[src/rtl/uart_rx_fifo.sv]
// Purpose : receive-side byte FIFO for the UART receiver. It is first-word-fall-through with a sticky overrun flag.
// Latency : a byte strobed in cycle N shows on o_data in cycle N+1. There is no same-cycle bypass.
// Backpres: the receiver cannot be stalled. A strobe into a full FIFO is dropped and sets o_overflow,
//           unless a pop in the same cycle frees the slot.
//
// Ports:
//   i_clk, i_rst             clock; synchronous active-high reset
//   i_Rx_valid, i_Rx_data    single-cycle byte strobe from the receiver
//   o_valid, o_data, i_ready head-of-queue valid/ready handshake (o_data is 0 when empty)
//   o_count, o_empty, o_full occupancy, 0..DEPTH
//   o_overflow               sticky drop flag; i_clr_overflow pulse clears it (a drop wins)
module uart_rx_fifo #(
  parameter int DEPTH_LOG2 = 4,
  parameter int DATA_W     = 8
) (
  input  logic                  i_clk,
  input  logic                  i_rst,
  input  logic                  i_Rx_valid,
  input  logic [DATA_W-1:0]     i_Rx_data,
  output logic                  o_valid,
  output logic [DATA_W-1:0]     o_data,
  input  logic                  i_ready,
  output logic [DEPTH_LOG2:0]   o_count,
  output logic                  o_empty,
  output logic                  o_full,
  output logic                  o_overflow,
  input  logic                  i_clr_overflow
);

  localparam int DEPTH = 1 << DEPTH_LOG2;
  localparam logic [DEPTH_LOG2:0] PTR_ONE = 1;

  logic [DATA_W-1:0]     mem [DEPTH];
  // Pointers carry one extra bit so full and empty can be told apart
  // when the low index bits match.
  logic [DEPTH_LOG2:0]   wr_ptr;
  logic [DEPTH_LOG2:0]   rd_ptr;
  logic [DEPTH_LOG2-1:0] wr_idx;
  logic [DEPTH_LOG2-1:0] rd_idx;

  logic empty;
  logic full;
  logic pop;
  logic push;
  logic drop;

  assign wr_idx = wr_ptr[DEPTH_LOG2-1:0];
  assign rd_idx = rd_ptr[DEPTH_LOG2-1:0];

  assign empty = (wr_ptr == rd_ptr);
  assign full  = (wr_ptr[DEPTH_LOG2] != rd_ptr[DEPTH_LOG2]) && (wr_idx == rd_idx);

  assign pop  = !empty && i_ready;
  // When full, a pop in the same cycle frees the head slot, so the incoming
  // byte is accepted. The write lands on the slot being read out, which is
  // safe because the read happens combinationally before the edge.
  assign push = i_Rx_valid && (!full || pop);
  assign drop = i_Rx_valid && full && !pop;

  // Storage needs no reset: o_data is masked whenever the FIFO is empty.
  always_ff @(posedge i_clk) begin
    if (push) begin
      mem[wr_idx] <= i_Rx_data;
    end
  end

  always_ff @(posedge i_clk) begin
    if (i_rst) begin
      wr_ptr <= '0;
      rd_ptr <= '0;
    end else begin
      if (push) begin
        wr_ptr <= wr_ptr + PTR_ONE;
      end
      if (pop) begin
        rd_ptr <= rd_ptr + PTR_ONE;
      end
    end
  end

  // Sticky overrun flag. A drop in the same cycle as a clear keeps it set,
  // so the consumer cannot miss the event that happened during the clear.
  always_ff @(posedge i_clk) begin
    if (i_rst) begin
      o_overflow <= 1'b0;
    end else if (drop) begin
      o_overflow <= 1'b1;
    end else if (i_clr_overflow) begin
      o_overflow <= 1'b0;
    end
  end

  assign o_count = wr_ptr - rd_ptr;
  assign o_empty = empty;
  assign o_full  = full;
  assign o_valid = !empty;
  assign o_data  = empty ? '0 : mem[rd_idx];

endmodule
[config.mk]
export PLATFORM = sky130hd
export DESIGN_NAME = uart_rx_fifo
export DESIGN_NICKNAME = d
export VERILOG_FILES = /design/src/rtl/uart_rx_fifo.sv
export SDC_FILE = /design/constraint.sdc
export NUM_CORES = 1
export LEC_CHECK = 0
export BUFFER_PORTS_ARGS = -buffer_cell sky130_fd_sc_hd__buf_2
export CORE_MARGIN = 2
export CORE_UTILIZATION = 30
export DETAILED_ROUTE_END_ITERATION = 10
export PLACE_DENSITY = 0.42
export SYNTH_ARGS = -nofsm -noshare
export SYNTH_HDL_FRONTEND = slang
export SYNTH_SLANG_ARGS = --single-unit
[constraint.sdc]
create_clock -name i_clk -period 3.2 [get_ports i_clk]
set_input_delay 0.48 -clock i_clk [delete_from_list [all_inputs] [get_ports i_clk]]
set_output_delay 0.48 -clock i_clk [all_outputs]
set_load 0.01 [all_outputs]
==> results of run 1 <==
## logic make-up (layout without fill, tap and decap cells)
group / count (synthesis) / in the layout / synth area share
AO/OA/AOI/OAI: 28 / 28 / 0.0280
adder cells (fa/ha/maj): 10 / 10 / 0.0226
AND/OR/NAND/NOR: 44 / 44 / 0.0418
flip-flops: 143 / 143 / 0.707
XOR/XNOR: 11 / 11 / 0.0177
multiplexers: 51 / 51 / 0.162
buffers and inverters: 23 / 75 / 0.0209
## area by class of cell
| cell class | instances | area, um2 |
|---|---|---|
| repair buffers | 36 | 210 |
| flip-flops and latches | 143 | 4150 |
| fillers | 1857 | 12500 |
| inverters | 8 | 30.0 |
| clock inverters | 13 | 98.8 |
| clock buffers | 18 | 429 |
| multi-input cells | 144 | 1600 |
| well taps | 265 | 332 |
## per-stage QoR
step	instance area (um2)	hold slack [ns]	power [W]
2_1_floorplan	5860	0.480	0.00253
3_3_place_gp	6310	0.568	0.00274
3_5_place_dp	6310	0.550	0.00274
4_1_cts	6840	0.324	0.00454
5_1_grt	6840	0.397	0.00468
6_report	6840	0.339	0.00447
## state kept, by name (all words and copies together), names as in the netlist, named ones only
name,cells
mem,128
rd_ptr,5
wr_ptr,5
o_overflow,1
## final timing paths
check                             endpoint  slack (ns)  cells after the start
worst max register to register   mem[5][0]        0.73                      6
worst min-delay path            o_overflow        0.34                      3
worst max-delay path             o_data[1]        0.24                      7
worst min register to register    register        0.57                      2
## power by group
part,switching [W],internal (W)
Clock,0.000736,0.00105
Sequential,0.0000318,0.00207
Combinational,0.000314,0.000273
## synth_stat cells (2+ instances only)
master,n,share of area
nor2b_1,4,0.0043
buf_2,5,0.0043
clkbuf_1,6,0.0038
and2_1,5,0.0053
o21ai_0,9,0.0077
edfxtp_1,128,0.66
mux2i_1,9,0.015
ha_1,9,0.019
nand4_1,4,0.0043
mux2_2,9,0.017
buf_6,4,0.0077
xor2_1,4,0.0060
a21oi_1,14,0.012
nor2_1,13,0.0083
xnor2_1,6,0.0090
dfxtp_1,15,0.051
inv_1,8,0.0051
mux4_2,26,0.10
mux4_1,6,0.027
nand2_1,2,0.0013
a21o_1,2,0.0026
and3_1,11,0.012
## layout by cell type (no fill, tap or decap), types with 8 or more instances in the layout
cell type  count
buf_2         29
dfxtp_1       14
clkbuf_16     17
o21ai_0        9
a21oi_1       14
mux4_2        26
and3_1        11
nor2_1        13
inv_1          8
mux2_2         9
ha_1           9
mux2i_1        9
edfxtp_1     128
## per-layer routing
metal | part of all wire | vias to the layer above
li1 | - | 1319
met1 | 0.46 | 1468
met2 | 0.49 | 64
met3 | 0.042 | 12
met4 | 0.012 | 0
met5 | 0 | -
## worst max-delay path: cells and delay by family (launching register included)
kind / cells / cell delay (ns)
adders and majority gates: 1 / 0.34
AOI/OAI and AO/OA: 2 / 0.44
buffers and inverters: 2 / 0.30
and+or+nand+nor: 2 / 0.55
DFF: 1 / 0.42
## repair_timing
action,CTS,global route
setup endpoints to repair,0,1
hold buffers,0,0
resized for setup,0,1
==> results.sh, run 1 <==
export IMPL_status="completed"
export IMPL_dr_total_vias=2863
export IMPL_cp_end_kind="output pin"
export IMPL_final_nets=373
export IMPL_die_y_um=144
export IMPL_cpMaxStageDelayCell="dfxtp_1"
export IMPL_max_stage_delay_ns=0.42
export IMPL_min_delay_start="i_Rx_valid"
export IMPL_p_per_area_nw_per_um2=654
export IMPL_preCtsSetupSlack_ns=0.550
export IMPL_gr_total_overflow=0
export IMPL_clkTransAtPathRegs_ns=0.06
export IMPL_cts_inserted_buffers=17
export IMPL_grtUsageMet1=0.176
export IMPL_post_cts_buffers=0
export IMPL_clock_root_buffer="clkbuf_16"
export IMPL_ys_flop_type="edfxtp_1"
export IMPL_die_x_um=144
export IMPL_initial_core_util=0.303
export IMPL_synthesis_area_um2=5860
export IMPL_grt_busiest_layer="met2"
export IMPL_gp_routability_congestion=0.733
export IMPL_placed_cells=596
export IMPL_cts_max_level=4
export IMPL_drive_gt1_frac=0.287
export IMPL_crit_arrival_ns=2.48
export IMPL_syn_nets=333
export IMPL_worst_endpoint_required_ns=2.72
export IMPL_met2_usage=0.212
export IMPL_clock_latency_ns=0.42
export IMPL_ys_types=33
export IMPL_ys_seq_area_frac=0.707
export IMPL_worst_path_max_fanout=11
export IMPL_power_leakage_nw=2.28
export IMPL_tightestPinTransition_ns=0.618
export IMPL_setup_ws_ns=0.243
export IMPL_hold_violations=0
export IMPL_regToRegStartpoint="wr_ptr[0]"
export IMPL_first_pass_iters=4
export IMPL_relSlewSlack=0.588
export IMPL_clock_sinks=143
export IMPL_period_minus_slack_ns=2.96
export IMPL_grt_pass1_vias=3091
export IMPL_drt_initial_drc_count=190
export IMPL_cts_tree="built"
export IMPL_wl_per_cell_um=19.9
export IMPL_antenna_found_initial=0
export IMPL_final_antenna_net_count=0
export IMPL_drt_wl_total_um=12500
export IMPL_use_met3=0.0363
export IMPL_n_antenna_cell=0
export IMPL_synth_avg_cell_area_um2=18.9
export IMPL_cp_start_kind="register"
export IMPL_crit_chain="inv_1, ha_1, and4_1, nand2_1, o21ai_0, a21oi_1, buf_2"
export IMPL_coreArea_um2=19300
export IMPL_fin_crit_sh=0.924
export IMPL_setup_viol=0
export IMPL_cap_violations=0
export IMPL_synth_edf_count=128
export IMPL_port_buffers=29
export IMPL_fin_tns_setup_ns=0
export IMPL_hold_class="input pin to register"
export IMPL_yosysWarningCount=0
export IMPL_fin_skew_ns=0.0138
export IMPL_synth_async_sr_flop_share=0
export IMPL_rsz0062_at_grt="no"
export IMPL_track_usage=0.133
export IMPL_finalNonFillerCells=627
export IMPL_max_freq_mhz=338
export IMPL_fin_util=0.354
export IMPL_synth_cells=310
export IMPL_rows=51
export IMPL_die_area_um2=20700
export IMPL_viasPerCell=4.57
export IMPL_boundaryPins=30
export IMPL_grt_max_degree=25
export IMPL_grt_pass1_wl_um=19300
export IMPL_final_max_slew_viol_count=0
export IMPL_ys_ff_latch=143
export IMPL_cp_startpoint="wr_ptr[0]"
export IMPL_drc=0
export IMPL_critical_path_class="register to output pin"
export IMPL_worst_ir_drop_vdd_v=0.000349
export IMPL_area_growth_pct=16.7
export IMPL_clk_path_buf_depth=2
export IMPL_hpwl_um=7910
(Power assumes the default switching activity.)
==> run 2, diff against run 1 <==
==> constraint.sdc (replaced) <==
create_clock -name i_clk -period 3.2 [get_ports i_clk]
set_input_delay 0.48 -clock i_clk [delete_from_list [all_inputs] [get_ports i_clk]]
set_output_delay 0.48 -clock i_clk [all_outputs]
set_load 0.005 [all_outputs]
==> results.sh, run 2 (same netlist as run 1, synthesis figures left out) <==
export IMPL_hold_class="input pin to register"
export IMPL_min_delay_start="i_Rx_valid"
export IMPL_intPower_w=0.00384
export IMPL_hpwl_um=7860
export IMPL_largest_reg_flops=128
export IMPL_fin_skew_ns=0.00974
export IMPL_fill_cells=1826
export IMPL_gr_total_overflow=0
export IMPL_p_per_area_nw_per_um2=699
export IMPL_cpMaxStageDelayCell="dfxtp_2"
export IMPL_final_antenna_net_count=0
export IMPL_dr_total_vias=2890
export IMPL_finalInstanceArea_um2=6990
export IMPL_viasPerCell=4.60
export IMPL_n_antenna_cell=0
export IMPL_post_cts_buffers=0
export IMPL_max_freq_mhz=332
export IMPL_power_switching_share=0.213
export IMPL_wl_per_cell_um=19.5
export IMPL_switching_power_w=0.00104
export IMPL_status="completed"
export IMPL_layout_commonest_cell="edfxtp_1"
export IMPL_worst_ir_drop_vdd_v=0.000335
export IMPL_grt_pass1_wl_um=18500
export IMPL_coreArea_um2=19300
export IMPL_rr_worst_depth=6
export IMPL_drc=0
export IMPL_r2r_setup_slack_ns=0.77
export IMPL_hold_path_end="o_overflow"
export IMPL_multi_input_comb_area_um2=1600
export IMPL_layout_common_cells="edfxtp_1, buf_2, mux4_2"
export IMPL_fin_tns_setup_ns=0
export IMPL_rows=51
export IMPL_cts_max_level=4
export IMPL_grt_max_degree=25
export IMPL_highest_layer="met4"
export IMPL_finalNonFillerCells=628
export IMPL_clk_path_buf_depth=2
export IMPL_boundaryPins=30
export IMPL_max_stage_delay_ns=0.70
export IMPL_antenna_found_initial=0
export IMPL_comb_power_share=0.114
export IMPL_power_leakage_nw=2.34
export IMPL_largestRegisters="mem (128), rd_ptr (5), wr_ptr (5)"
export IMPL_cp_start_kind="register"
export IMPL_relSlewSlack=0.581
export IMPL_final_nets=373
export IMPL_drive_gt1_frac=0.289
export IMPL_worst_endpoint_required_ns=2.72
export IMPL_cts_tree="built"
export IMPL_largest_register="mem"
export IMPL_die_y_um=144
export IMPL_wl_met2_um=6100
export IMPL_area_growth_pct=19.2
export IMPL_placed_cells=596
export IMPL_r2r_end="mem[4][2]"
export IMPL_cap_violations=0
export IMPL_wl_met1_um=5590
export IMPL_clock_root_buffer="clkbuf_16"
export IMPL_seq_area_um2=4150
export IMPL_clock_sinks=143
export IMPL_postCtsHoldBufs=0
export IMPL_worst_path_max_fanout=17
export IMPL_regToRegStartpoint="wr_ptr[0]"
export IMPL_clkTransAtPathRegs_ns=0.06
export IMPL_drt_initial_drc_count=163
export IMPL_clock_latency_ns=0.42
export IMPL_first_pass_iters=5
export IMPL_setup_viol=0
export IMPL_fin_crit_sh=0.942
export IMPL_cts_inserted_buffers=17
export IMPL_period_minus_slack_ns=3.01
export IMPL_initial_core_util=0.303
export IMPL_track_usage=0.128
export IMPL_p_clk_frac=0.456
export IMPL_die_area_um2=20700
export IMPL_place_area_um2=6310
export IMPL_crit_arrival_ns=2.53
export IMPL_cp_end_kind="output pin"
export IMPL_rsz0062_at_grt="no"
export IMPL_drt_wl_total_um=12200
export IMPL_die_x_um=144
export IMPL_grt_pass1_vias=3026
export IMPL_final_max_slew_viol_count=0
export IMPL_detailroute_wirelength_met3_um=432
export IMPL_tightestPinTransition_ns=0.628
export IMPL_critical_path_class="register to output pin"
export IMPL_gp_routability_congestion=0.734
export IMPL_hold_violations=0
export IMPL_hold_path_cell_count=3
export IMPL_p_seq_frac=0.430
export IMPL_crit_chain="buf_4, mux4_1, mux2_2, o21ai_0, a21oi_1, buf_2"
export IMPL_cts_resized=0
export IMPL_port_buffers=29
-- run 2: final cells by class --
cell class | instances | share of cell area
clock buffer | 22 | 0.0665
clock inverter | 10 | 0.0299
inverter | 8 | 0.00430
multi-input combinational | 144 | 0.228
sequential | 143 | 0.593
tap | 265 | 0.0475
timing repair buffer | 36 | 0.0301
-- run 2: worst max-delay path by stage --
stage	from	end	slack, ns	cells past startpoint
final	register	o_data[4]	0.19	6
after CTS	register	o_data[4]	0.11	6
after global routing	register	o_data[4]	0.02	6
after detailed placement	register	o_data[4]	0.56	6
after global placement	register	o_data[7]	0.56	5
after floorplan	register	o_data[2]	1.16	6
-- run 2: worst max-delay path, delay by kind of cell (launching register included) --
| kind | cells | cell delay, ns |
|---|---|---|
| AOI/OAI and AO/OA | 2 | 0.21 |
| buffers and inverters | 2 | 0.39 |
| DFF | 1 | 0.70 |
| muxes | 2 | 0.82 |
-- run 2: power by group through the flow --
stage                     logic [W]  clock network (W)  registers [W]
after floorplan            0.000384                  0        0.00212
after global placement     0.000574                  0        0.00214
after detailed placement   0.000576                  0        0.00214
after global routing       0.000620            0.00236        0.00210
after CTS                  0.000578            0.00228        0.00210
final                      0.000556            0.00223        0.00210
-- run 2: metrics by stage --
| step | util | setup WS (ns) | hold slack, ns | total power, W |
|---|---|---|---|---|
| floorplan | - | 1.16 | 0.480 | 0.00250 |
| global placement | 0.326 | 0.556 | 0.570 | 0.00271 |
| detailed placement | 0.326 | 0.558 | 0.551 | 0.00272 |
| CTS | 0.361 | 0.113 | 0.324 | 0.00496 |
| global route | 0.361 | 0.0243 | 0.362 | 0.00508 |
| finish | 0.361 | 0.187 | 0.340 | 0.00488 |
-- run 2: metal layers --
layer | vias up | global-route usage
met5 | - | 0
li1 | 1321 | -
met2 | 49 | 0.209
met3 | 9 | 0.0400
met4 | 0 | 0.0387
met1 | 1511 | 0.165
